==> src/rtl/skinny_sbox_layer_cms1_ctrl.sv <==
// skinny_sbox_layer_cms1_ctrl
// Drives one shared 2-share CMS1 SKINNY 8-bit S-box over all cells of a
// two-share state, one cell at a time. It takes one fresh random word per
// cell from a valid/ready stream. The S-box inputs stay stable for the whole
// two-cycle evaluation window: the first S-box stage captures on the falling
// edge and the second stage on the rising edge.
// Build option: define SKINNY_SBOX_CTRL_PRECHARGE_EN to always pass through a
// zeroed FETCH cycle between cells instead of running cells back to back.
module skinny_sbox_layer_cms1_ctrl #(
    parameter int NCELLS = 16,
    parameter int RW     = 76
) (
    input  logic                  clk,
    input  logic                  rst,
    input  logic                  start,
    input  logic [8*NCELLS-1:0]   st0_in,
    input  logic [8*NCELLS-1:0]   st1_in,
    output logic                  busy,
    output logic                  done,
    output logic [8*NCELLS-1:0]   st0_out,
    output logic [8*NCELLS-1:0]   st1_out,
    input  logic                  rnd_valid,
    output logic                  rnd_ready,
    input  logic [RW-1:0]         rnd_data,
    output logic [7:0]            sb_si0,
    output logic [7:0]            sb_si1,
    output logic [RW-1:0]         sb_r,
    input  logic [7:0]            sb_bo0,
    input  logic [7:0]            sb_bo1
);

    localparam int IW = (NCELLS > 1) ? $clog2(NCELLS) : 1;
    localparam logic [IW-1:0] LAST_IDX = IW'(NCELLS - 1);

    typedef enum logic [2:0] {
        S_IDLE  = 3'd0,
        S_FETCH = 3'd1,
        S_EVAL1 = 3'd2,
        S_EVAL2 = 3'd3,
        S_DONE  = 3'd4
    } state_t;

    state_t               r_state;
    state_t               w_state_next;
    logic [IW-1:0]        r_idx;
    logic [8*NCELLS-1:0]  r_work0;
    logic [8*NCELLS-1:0]  r_work1;
    logic [8*NCELLS-1:0]  r_out0;
    logic [8*NCELLS-1:0]  r_out1;
    logic [7:0]           r_sb_si0;
    logic [7:0]           r_sb_si1;
    logic [RW-1:0]        r_sb_r;

    logic                 w_last;
    logic                 w_xfer;
    logic [IW-1:0]        w_sel_idx;
    logic [7:0]           w_cell0 [NCELLS];
    logic [7:0]           w_cell1 [NCELLS];
    logic [8*NCELLS-1:0]  w_upd0;
    logic [8*NCELLS-1:0]  w_upd1;

    assign w_last = (r_idx == LAST_IDX);
    assign w_xfer = rnd_valid & rnd_ready;

    // In EVAL2 the cell to load next is the following one; in FETCH it is the current one.
    assign w_sel_idx = (r_state == S_EVAL2) ? (r_idx + IW'(1)) : r_idx;

    // Per-cell views of the working state, and the working state with the
    // current cell replaced by the S-box result shares (shares stay separate).
    for (genvar gi = 0; gi < NCELLS; gi++) begin : g_cell
        assign w_cell0[gi]         = r_work0[8*gi +: 8];
        assign w_cell1[gi]         = r_work1[8*gi +: 8];
        assign w_upd0[8*gi +: 8]   = (r_idx == IW'(gi)) ? sb_bo0 : r_work0[8*gi +: 8];
        assign w_upd1[8*gi +: 8]   = (r_idx == IW'(gi)) ? sb_bo1 : r_work1[8*gi +: 8];
    end

    assign st0_out = r_out0;
    assign st1_out = r_out1;
    assign sb_si0  = r_sb_si0;
    assign sb_si1  = r_sb_si1;
    assign sb_r    = r_sb_r;

    // State register.
    always_ff @(posedge clk or posedge rst) begin
        if (rst) begin
            r_state <= S_IDLE;
        end else begin
            r_state <= w_state_next;
        end
    end

    // Next-state logic.
    always_comb begin
        w_state_next = r_state;
        case (r_state)
            S_IDLE:  if (start) w_state_next = S_FETCH;
            S_FETCH: if (rnd_valid) w_state_next = S_EVAL1;
            S_EVAL1: w_state_next = S_EVAL2;
            S_EVAL2: begin
                if (w_last) begin
                    w_state_next = S_DONE;
                end else if (w_xfer) begin
                    w_state_next = S_EVAL1;
                end else begin
                    w_state_next = S_FETCH;
                end
            end
            S_DONE:  w_state_next = S_IDLE;
            default: w_state_next = S_IDLE;
        endcase
    end

    // Status outputs and the randomness handshake.
    always_comb begin
        busy      = (r_state != S_IDLE);
        done      = (r_state == S_DONE);
        rnd_ready = 1'b0;
        case (r_state)
            S_FETCH: rnd_ready = 1'b1;
`ifdef SKINNY_SBOX_CTRL_PRECHARGE_EN
            S_EVAL2: rnd_ready = 1'b0;
`else
            S_EVAL2: rnd_ready = ~w_last;
`endif
            default: rnd_ready = 1'b0;
        endcase
    end

    // Datapath: working state, cell counter, S-box input registers, result.
    always_ff @(posedge clk or posedge rst) begin
        if (rst) begin
            r_idx    <= '0;
            r_work0  <= '0;
            r_work1  <= '0;
            r_out0   <= '0;
            r_out1   <= '0;
            r_sb_si0 <= '0;
            r_sb_si1 <= '0;
            r_sb_r   <= '0;
        end else begin
            case (r_state)
                S_IDLE: begin
                    if (start) begin
                        r_work0 <= st0_in;
                        r_work1 <= st1_in;
                        r_idx   <= '0;
                    end
                end
                S_FETCH: begin
                    if (w_xfer) begin
                        r_sb_si0 <= w_cell0[w_sel_idx];
                        r_sb_si1 <= w_cell1[w_sel_idx];
                        r_sb_r   <= rnd_data;
                    end
                end
                S_EVAL2: begin
                    r_work0 <= w_upd0;
                    r_work1 <= w_upd1;
                    if (w_last) begin
                        r_out0   <= w_upd0;
                        r_out1   <= w_upd1;
                        r_sb_si0 <= '0;
                        r_sb_si1 <= '0;
                        r_sb_r   <= '0;
                    end else begin
                        r_idx <= r_idx + IW'(1);
                        if (w_xfer) begin
                            r_sb_si0 <= w_cell0[w_sel_idx];
                            r_sb_si1 <= w_cell1[w_sel_idx];
                            r_sb_r   <= rnd_data;
                        end else begin
                            r_sb_si0 <= '0;
                            r_sb_si1 <= '0;
                            r_sb_r   <= '0;
                        end
                    end
                end
                default: ;
            endcase
        end
    end

endmodule

==> config.mk <==
export PLATFORM = sky130hd
export DESIGN_NAME = skinny_sbox_layer_cms1_ctrl
export DESIGN_NICKNAME = d
export VERILOG_FILES = /design/src/rtl/skinny_sbox_layer_cms1_ctrl.sv
export SDC_FILE = /design/constraint.sdc
export NUM_CORES = 2
export LEC_CHECK = 0
export ABC_AREA = 1
export BUFFER_PORTS_ARGS = -buffer_cell sky130_fd_sc_hd__buf_2
export CAP_MARGIN = 5
export CELL_PAD_IN_SITES_DETAIL_PLACEMENT = 1
export CELL_PAD_IN_SITES_GLOBAL_PLACEMENT = 1
export CORE_AREA = 2 2 350 214
export CTS_CLUSTER_DIAMETER = 60
export DETAILED_ROUTE_END_ITERATION = 16
export DIE_AREA = 0 0 352 216
export PLACE_DENSITY_LB_ADDON = 0.1
export REMOVE_ABC_BUFFERS = 1
export SETUP_SLACK_MARGIN = 0.02
export SLEW_MARGIN = 20
export SYNTH_ARGS = -nofsm -noshare
export SYNTH_HDL_FRONTEND = slang
export SYNTH_SLANG_ARGS = --single-unit
==> constraint.sdc <==
create_clock -name clk -period 39.1 [get_ports clk]
set_input_delay 3.91 -clock clk [delete_from_list [all_inputs] [get_ports clk]]
set_output_delay 3.91 -clock clk [all_outputs]
set_load 0.005 [all_outputs]
==> qor.txt <==
Fmax: 0.1496 GHz
Worst-Skew Late Latency: 650 ps
Initial DRC count: 2239
R2R Path End: r_work1[104]$_DFFE_PP0P_
Internal: 1700 uW
Critical R2R Launch: r_state[2]$_DFFE_PP0P_
PD cells: 86.35 nW/um2
Final TNS setup: 0 ps
Largest net degree at the start of global routing: 229
Startpoint Class: register
Post-DR wirelength/cell: 22.86 um
Hold Path Depth: 2
Seq/Total Area, Yosys: 50.40%
CTS Buf Count: 60
Worst Setup End Kind: output port
Cells after Synth: 3966
Static Leak: 0.01828 uW
Ys flop type: dfrtp_1
Final HPWL DP: 79830 um
Area Overhead vs Synth: 19.70%
Final setup violating endpoints: 0
Ranking of synthesized cells by area: dfrtp_1, nand2_1, o21ai_0
Netlist cell types: 30
Synth Cell Area: 30340 um2
Die area: 76030 um2
Chip Height: 216 um
#FFs+latches synth: 611
Synthesized area per cell: 7.649 um2
Core area: 72740 um2
CP peak stage delay: 840 ps
First-pass iteration count of the detailed router: 5
Sink Count: 611
Setup Crit Path Kind: register to output port
Final Max Tran Viols: 0
Slowest-stage cell, CP: nor2_4
Clock Pin Slew Worst Setup and Hold Paths: 70 ps
Global placement routability congestion: 0.8254
Vias per inst: 5.462
# H-tree levels: 2
Tot Pwr: 3136 uW
CTS resizes: 0
Critical path, cell by cell: nand2_1 > nor2_4 > nand2_1 > nand2_1 > buf_2
Placed cell area: 34160 um2
Vias: 30090
Setup Skew: 25.44 ps
Crit-path max FO: 42
MaxCap Viol Count: 0
Final ANT Viol Nets: 0
Most area-hungry cell type in the Yosys netlist: dfrtp_1
Hold path start: st0_out[81]$_DFFE_PP0P_
Clk pwr share: 20.3%
Psw: 1436 uW
Bufs and invs on worst path: 1
RSZ-0062 raised after global routing: no
Required @ worst endpoint: 35190 ps
Final std cells w/o fill: 5509
# placed instances: 5382
Post-route setup slack: 32410 ps
Cell row count: 77
DRT Wirelength: 125900 um
Share of cells above drive strength 1: 19.07%
I/O pins: 703
CTS max path bufs: 3
Vias in the first global route: 30351
Gate power share: 48.9%
Die W: 352 um
CP most frequent cell: nand2_1
Reg2reg path depth: 9
First-pass GRT wire length: 190400 um
Most common cell in the netlist: nand2_1
Switching Fraction: 45.79%
Top post-synthesis cells by count: nand2_1, o21ai_0, dfrtp_1
Least-Margin Pin Slew: 1148 ps
Starting density of the core: 41.71%
Final std cell area, no fill: 36310 um2
Top delay family on crit path: simple AND/OR/NAND/NOR gates
Yosys warns: 0
Hold-fix buffers, CTS: 0
GR Util All Layers: 32.50%
Clk root buf: clkbuf_16
Number of flops mapped to enable cells by yosys: 0
Max rail drop VDD: 96.25 uV
Initial antenna violation count: 23
Flop pwr share: 30.8%
R2r setup slk: 34710 ps
Total gr overflow: 0
Post-Place Setup Slack: 31640 ps
Tcrit/Tclk final: 17.10%
Rel. slew slack: 23.44%
Clock period minus final worst setup slack: 6686 ps
# Post-CTS Setup Buffers: 0
DRC errors left: 0
Top cell type's share of synthesized area: 50.40%
Worst Hold End: st0_out[81]$_DFFE_PP0P_
Status: finished clean
Crit path DAT: 2780 ps
Class of the worst hold path: register to register
CTS tree: done
Port Buffers: 702
Final net count: 4813
Hold Fails Final Rpt: 0
FFs w/ async S/R, synth: 100.0%
-- power by group through the flow --
stage / clock network (uW) / logic [uW] / registers, uW
after CTS: 643 / 1530 / 964
after floorplan: 0 / 997 / 965
after detailed placement: 0 / 1510 / 973
final: 635 / 1530 / 966
after global placement: 0 / 1480 / 964
after global routing: 669 / 1710 / 991
-- final cells by class --
class | instances | area, um2
multi-input combinational | 2669 | 12410
sequential | 611 | 15290
timing repair buffer | 735 | 3806
tap | 987 | 1235
inverter | 380 | 1444
clock buffer | 89 | 1762
fill | 9222 | 36430
clock inverter | 21 | 325.3
antenna | 17 | 42.54
-- state kept, by name, indices dropped and copies added, names as in the netlist --
| signal | cells |
|---|---|
| r_work0 | 128 |
| st1_out | 128 |
| sb_r | 76 |
| r_idx | 4 |
| r_state | 3 |
| st0_out | 128 |
| r_work1 | 128 |
| sb_si1 | 8 |
| sb_si0 | 8 |
-- per-stage QoR --
step                      util [%]  hold WS, ps
after floorplan                  -        457.4
after global placement       46.96        459.1
after detailed placement     46.96        459.6
after CTS                    49.83        477.5
after global routing         49.91        497.9
final                        49.92        473.0
-- routing by layer --
metal / GRT usage [%] / up-vias / part of all wire, %
li1: - / 13878 / -
met1: 44.91 / 15084 / 44
met2: 51.44 / 906 / 47
met3: 6.249 / 208 / 6.5
met4: 10.62 / 14 / 3.0
met5: 0 / - / 0.079
-- layout by cell type, fill, tap and decap left out, drive strengths merged --
cell,count
a211oi,6
a21oi,74
a22o,76
a31oi,1
buf,735
bufinv,8
clkbuf,89
clkinv,9
clkinvlp,5
dfrtp,611
diode,17
ha,4
inv,379
nand2,1185
nand3,295
nand3b,3
nand4,1
nor2,218
nor3,1
o211ai,55
o21a,6
o21ai,628
o22ai,115
o32ai,1
-- cell families (layout without fill, tap and decap cells) --
logic type	after synthesis	count (layout)	synth area share [%]
and+or+nand+nor	1703	1703	22.44
DFF	611	611	50.40
AOI/OAI and AO/OA	962	962	17.92
adders and majority gates	4	4	0.1650
other	0	17	0
buffers and inverters	686	1225	9.074
-- worst reg2reg max path, delay by kind of cell (launching register included) --
family / cells / cell delay, ps
AO/OA/AOI/OAI: 2 / 400
buffers and inverters: 4 / 1800
flip-flops: 1 / 440
AND/OR/NAND/NOR: 3 / 1710
-- worst max-delay path by stage --
stage                      startpoint                        to  depth (start not counted)
6_report       r_state[0]$_DFFE_PP0P_                 rnd_ready                          5
5_1_grt                           rst  st1_out[105]$_DFFE_PP0P_                          5
4_1_cts                           rst   r_work1[14]$_DFFE_PP0P_                          5
3_5_place_dp                      rst   r_work1[30]$_DFFE_PP0P_                          5
3_3_place_gp                      rst   r_work1[30]$_DFFE_PP0P_                          5
2_1_floorplan                     rst      r_idx[0]$_DFFE_PP0P_                          1
Note: power is estimated with default switching activity, not from simulation.
